**config.mk**
```make
export PLATFORM = sky130hd
export DESIGN_NAME = matrix_scan_driver
export DESIGN_NICKNAME = d
export VERILOG_FILES = /design/src/rtl/matrix_pkg.sv /design/src/rtl/scan_timer.sv /design/src/rtl/matrix_scan_driver.sv
export SDC_FILE = /design/constraint.sdc
export NUM_CORES = 1
export LEC_CHECK = 0
export CAP_MARGIN = 20
export CELL_PAD_IN_SITES_DETAIL_PLACEMENT = 1
export CELL_PAD_IN_SITES_GLOBAL_PLACEMENT = 1
export CORE_ASPECT_RATIO = 0.8
export CORE_UTILIZATION = 45
export DETAILED_ROUTE_END_ITERATION = 16
export PLACE_DENSITY = 0.81
export SYNTH_ARGS = -nofsm -noshare
export SYNTH_HDL_FRONTEND = slang
export SYNTH_HIERARCHICAL = 1
export SYNTH_SLANG_ARGS = --single-unit
```
**constraint.sdc**
```tcl
create_clock -name clock -period 6.7 [get_ports clock]
set_clock_uncertainty 0.05 [all_clocks]
set_input_delay 1.34 -clock clock [delete_from_list [all_inputs] [get_ports clock]]
set_output_delay 1.34 -clock clock [all_outputs]
set_load 0.02 [all_outputs]
```
**src/rtl/matrix_pkg.sv**
```systemverilog
// Shared dimensions, scan-state encoding and column-index helpers for the LED matrix scan driver.
package matrix_pkg;

  localparam int MATRIX_ROWS = 7;
  localparam int MATRIX_COLS = 5;
  localparam int COL_IDX_W   = $clog2(MATRIX_COLS);

  typedef enum logic [1:0] {
    SCAN_IDLE  = 2'd0,
    SCAN_DRIVE = 2'd1,
    SCAN_BLANK = 2'd2
  } scan_state_e;

  typedef logic [MATRIX_ROWS-1:0] row_t;
  typedef logic [MATRIX_COLS-1:0] col_sel_t;
  typedef logic [COL_IDX_W-1:0]   col_idx_t;
  // Packed so that element k holds column_k; 35 bits in total.
  typedef row_t [MATRIX_COLS-1:0] frame_t;

  function automatic col_idx_t next_col(input col_idx_t idx);
    return (idx == col_idx_t'(MATRIX_COLS - 1)) ? '0 : idx + col_idx_t'(1);
  endfunction

  function automatic col_sel_t col_onehot(input col_idx_t idx);
    return col_sel_t'(1) << idx;
  endfunction

endpackage

```
**src/rtl/scan_timer.sv**
```systemverilog
// Down-counter for the dwell/blank phases: load a length, done is high in the last clock of it.
module scan_timer #(
  parameter int unsigned WIDTH = 10
) (
  input  logic             clock,
  input  logic             reset_n,
  input  logic             load,
  input  logic [WIDTH-1:0] load_value,
  output logic             done
);

  logic [WIDTH-1:0] count_q;
  logic [WIDTH-1:0] count_d;

  always_comb begin
    count_d = count_q;
    if (load) begin
      count_d = load_value;
    end else if (count_q != '0) begin
      count_d = count_q - WIDTH'(1);
    end
  end

  // NOTE: sequential state is only ever updated with non-blocking assignments.
  always_ff @(posedge clock or negedge reset_n) begin
    if (!reset_n) begin
      count_q <= '0;
    end else begin
      count_q <= count_d;
    end
  end

  // A phase loaded with N runs for counts N..1, so N clocks end when the count reads 1.
  assign done = (count_q == WIDTH'(1));

endmodule

```
**src/rtl/matrix_scan_driver.sv**
```systemverilog
// 5x7 LED matrix column scanner: snapshots a frame at column 0 and drives one column at a time.
module matrix_scan_driver
  import matrix_pkg::*;
#(
  parameter int unsigned DWELL_CYCLES = 1000,
  parameter int unsigned BLANK_CYCLES = 16
) (
  input  logic                   clock,
  input  logic                   reset_n,
  input  logic                   enable,
  input  logic [MATRIX_ROWS-1:0] column_0,
  input  logic [MATRIX_ROWS-1:0] column_1,
  input  logic [MATRIX_ROWS-1:0] column_2,
  input  logic [MATRIX_ROWS-1:0] column_3,
  input  logic [MATRIX_ROWS-1:0] column_4,
  output logic [MATRIX_ROWS-1:0] matrix_row,
  output logic [MATRIX_COLS-1:0] matrix_col,
  output logic                   frame_start
);

  localparam int unsigned CNT_MAX = (DWELL_CYCLES > BLANK_CYCLES) ? DWELL_CYCLES : BLANK_CYCLES;
  localparam int unsigned CNT_W   = $clog2(CNT_MAX + 1);

  scan_state_e state_q, state_d;
  col_idx_t    idx_q, idx_d;
  frame_t      buffer_q, buffer_d;
  row_t        row_q, row_d;
  col_sel_t    col_q, col_d;
  logic        frame_start_q, frame_start_d;

  logic             tmr_load;
  logic [CNT_W-1:0] tmr_value;
  logic             tmr_done;
  logic             advance;
  frame_t           snapshot;

  assign snapshot = {column_4, column_3, column_2, column_1, column_0};

  scan_timer #(
    .WIDTH (CNT_W)
  ) u_scan_timer (
    .clock      (clock),
    .reset_n    (reset_n),
    .load       (tmr_load),
    .load_value (tmr_value),
    .done       (tmr_done)
  );

  // NOTE: every signal written here gets a default first, so no latch can be inferred.
  always_comb begin
    state_d       = state_q;
    idx_d         = idx_q;
    buffer_d      = buffer_q;
    frame_start_d = 1'b0;
    tmr_load      = 1'b0;
    tmr_value     = '0;
    advance       = 1'b0;

    if (!enable) begin
      // Abandon the frame; loading zero parks the dwell counter at 0 while idle.
      state_d  = SCAN_IDLE;
      idx_d    = '0;
      tmr_load = 1'b1;
    end else begin
      case (state_q)
        SCAN_IDLE: begin
          state_d       = SCAN_DRIVE;
          idx_d         = '0;
          buffer_d      = snapshot;
          frame_start_d = 1'b1;
          tmr_load      = 1'b1;
          tmr_value     = CNT_W'(DWELL_CYCLES);
        end
        SCAN_DRIVE: begin
          if (tmr_done) begin
            if (BLANK_CYCLES == 0) begin
              advance = 1'b1;
            end else begin
              state_d   = SCAN_BLANK;
              tmr_load  = 1'b1;
              tmr_value = CNT_W'(BLANK_CYCLES);
            end
          end
        end
        SCAN_BLANK: begin
          if (tmr_done) begin
            advance = 1'b1;
          end
        end
        default: state_d = SCAN_IDLE;
      endcase

      if (advance) begin
        state_d   = SCAN_DRIVE;
        idx_d     = next_col(idx_q);
        tmr_load  = 1'b1;
        tmr_value = CNT_W'(DWELL_CYCLES);
        if (idx_d == '0) begin
          buffer_d      = snapshot;
          frame_start_d = 1'b1;
        end
      end
    end
  end

  // Outputs decode the next state so they change on the same edge as the state register.
  always_comb begin
    row_d = '0;
    col_d = '0;
    if (state_d == SCAN_DRIVE) begin
      row_d = buffer_d[idx_d];
      col_d = col_onehot(idx_d);
    end
  end

  // NOTE: the frame buffer is reset along with the control state, so nothing stale is shown after reset.
  always_ff @(posedge clock or negedge reset_n) begin
    if (!reset_n) begin
      state_q       <= SCAN_IDLE;
      idx_q         <= '0;
      buffer_q      <= '0;
      row_q         <= '0;
      col_q         <= '0;
      frame_start_q <= 1'b0;
    end else begin
      state_q       <= state_d;
      idx_q         <= idx_d;
      buffer_q      <= buffer_d;
      row_q         <= row_d;
      col_q         <= col_d;
      frame_start_q <= frame_start_d;
    end
  end

  assign matrix_row  = row_q;
  assign matrix_col  = col_q;
  assign frame_start = frame_start_q;

endmodule
```
==> results.toml <==
[floorplan]
die_w_um = 94.2
die_h_um = 75.7
core-area_um2 = 6470
start_util = 0.472
io_pins = 51
num_rows = 26
die_area_um2 = 7130

[setup_path]
arrival_ns = 4.18
worst-path-max-fanout = 25
crit_buf_inv = 1
critPathSlowestCell = "a21oi_4"
r2r_cells = 10
worst_ep_required_time_ns = 6.86
cp-endpoint = "matrix_row[5]"
slowest_delay_ns = 0.73
rr_endpoint = "matrix_row[5]"
timing.rr.start = "u_scan_timer/count_q[5]"
rrSetupSlack_ns = 2.84
crit_chain = "clkdlybuf4s50_1 -> nand2b_4 -> or2_1 -> a21oi_4 -> mux2_2 -> a2111oi_0 -> o2bb2ai_1"
critical_path_class = "input port to flip-flop"
crit_family = "compound AO/OA/AOI/OAI gates"
cp.depth = 7
endpoint_kind = "flip-flop"
crit_start = "enable"
critPathLaunchType = "input port"

[yosys]
synth_xor_area_frac = 0.0115
synth_cells = 258
synth_cell_type_count = 63
synth_edf_count = 0
synth-main-ff-cell = "dfrtp_1"
synth-compound-area-share = 0.151
synth_area_um2 = 3060
synth_mux_area_frac = 0.127
yosysSeqAreaShare = 0.516
yosys.area_share.adder = 0.0164
synth-async-reset-ratio = 1.00
yosys_warnings = 6
synth-simple-area-share = 0.128
synth.avg_cell_area_um2 = 11.9
synth_top_family_by_area = "compound AO/OA/AOI/OAI gates"
ys_ff_latch = 63

[place]
dp_slack_ns = 2.43
io_buffers = 50
gp_congestion = 0.832
post-dp-hpwl_mm = 5.26
placed_area_um2 = 3590

[drt]
vias = 2307
firstDrtPassIters = 4
first_iter_violations = 73
routedWlPerCell_um = 19.4
wl_mm = 7.77
routed_via_density = 5.77
ant_nets = 0
drc = 0

[global_route]
grt_max_degree = 64
grt_usage = 0.235
antenna_found_initial = 0
grt-ovfl-total = 0
grt_pass1_wl_mm = 12.2
grt_pass1_vias = 2400

[layout]
syn2layout_area_growth_pct = 23.7
fillers = 670
nets = 353
final_cell_mix = "63 x dfrtp_1, 49 x clkdlybuf4s50_1, 21 x mux2_2"
drive_gt1_frac = 0.165
final_common_cell = "dfrtp_1"
fin_area_um2 = 3780
insertedDiodeCount = 0

[clock_network]
path_clk_slew_ns = 0.07
cts_tree = "done"
insertion_delay_ns = 0.34
cts_buffers = 9
max-clock-path-buffers = 2
root_buffer = "clkbuf_8"
post_cts_buffers = 0
cts_sinks = 63
cts-hold-fix-buffers = 0
h-tree-depth = 3
ctsResizeCount = 0

[sta]
fin_ws_ns = 2.67
rsz0062_at_grt = "no"
period_needed_ns = 4.03
worst_pin_slew_ns = 0.908
setup_tns_ns = 0
relSlewSlack = 0.394
period_share = 0.601
whs_ns = 0.440
setup_viol = 0
max_freq_mhz = 248
finalMaxSlewViolations = 0
hold_violations = 0

[power_and_ir_drop]
seqPwrFrac = 0.479
pwr_density_cell_nw_per_um2 = 250
intPower_mw = 0.686
switchingPower_mw = 0.258
ir_worst_vdd_mv = 0.125
clkPwrFrac = 0.343
power.leakage_nw = 1.57
swShare = 0.274
combPwrFrac = 0.178

[hold_path]
hold_class = "flip-flop to flip-flop"

[status]
status = "finished, final reports clean"

[run]
max-cap-violations = 0
==> registers in the layout, summed over array words and instances, names as in the netlist <==
signal and count:
buffer_q 35, u_scan_timer/count_q 10, matrix_row 7, matrix_col 5, idx_q 3, state_q 2
frame_start 1
==> power by group through the flow <==
stage          combinational, mW  clock [mW]  sequential [mW]
6_report                   0.168       0.324            0.452
5_1_grt                    0.183       0.343            0.458
4_1_cts                    0.169       0.329            0.453
3_5_place_dp               0.167           0            0.460
3_3_place_gp               0.159           0            0.456
2_1_floorplan              0.100           0            0.457
==> worst register-to-register path, stage by stage, from the launching register on <==
cell	delay [ns]
dfrtp_1	0.46
nor4_2	0.39
nand2_1	0.13
nor4b_1	0.27
buf_4	0.22
nor2b_4	0.07
or2_1	0.33
a21oi_4	0.73
mux2_2	0.44
a2111oi_0	0.49
o2bb2ai_1	0.14
==> layout make-up <==
| type | count | area [um^2] | area share |
|---|---|---|---|
| Tap cell | 84 | 105 | 0.0278 |
| Clock inverter | 6 | 61.3 | 0.0162 |
| Inverter | 15 | 56.3 | 0.0149 |
| Timing Repair Buffer | 53 | 518 | 0.137 |
| Multi-Input combinational cell | 169 | 1340 | 0.354 |
| Clock buffer | 10 | 128 | 0.0337 |
| Sequential cell | 63 | 1580 | 0.417 |
==> synthesized netlist by cell type, types with 4 or more instances <==
library cell / number / area share
a21oi_1: 7 / 0.011
o22ai_1: 5 / 0.010
nor4b_1: 4 / 0.011
mux2_2: 21 / 0.077
nor3b_1: 5 / 0.012
buf_6: 4 / 0.015
mux2i_1: 5 / 0.016
ha_1: 4 / 0.016
o32ai_1: 7 / 0.020
nand2_1: 16 / 0.020
inv_1: 14 / 0.017
o21ai_0: 8 / 0.013
mux2_1: 9 / 0.033
dfrtp_1: 63 / 0.52
nor2_1: 11 / 0.014
==> per-stage QoR <==
stage / instances / total power, mW / util
3_5_place_dp: 384 / 0.627 / 0.555
2_1_floorplan: 260 / 0.558 / -
3_3_place_gp: 384 / 0.616 / 0.555
5_1_grt: 400 / 0.984 / 0.584
4_1_cts: 400 / 0.951 / 0.584
6_report: 400 / 0.944 / 0.584
==> worst min-delay path by stage <==
stage	cells after the start	end	from	slack, ns
after floorplan	2	buffer_q[28]	buffer_q[28]	0.40
after global placement	1	buffer_q[14]	buffer_q[14]	0.42
after detailed placement	1	buffer_q[16]	buffer_q[16]	0.43
after CTS	1	buffer_q[1]	buffer_q[1]	0.44
after global routing	1	buffer_q[13]	buffer_q[13]	0.46
final	1	buffer_q[1]	buffer_q[1]	0.44
==> layer usage <==
layer / up-vias / track usage / wire, um
met5: - / 0 / 0
met4: 0 / 0.0872 / 102
li1: 1063 / - / -
met3: 10 / 0.0539 / 319
met1: 1179 / 0.309 / 3610
met2: 55 / 0.386 / 3740
==> cells by family (layout without fill, tap and decap cells) <==
family                     after synthesis  count (layout)
DFF                                     63              63
adders and majority gates                4               4
muxes                                   35              35
buffers and inverters                   28              84
AOI/OAI and AO/OA                       61              61
other                                    1               3
xor gates and xnor gates                 4               4
and+or+nand+nor                         62              62
Power figures use the tool's default switching activity.
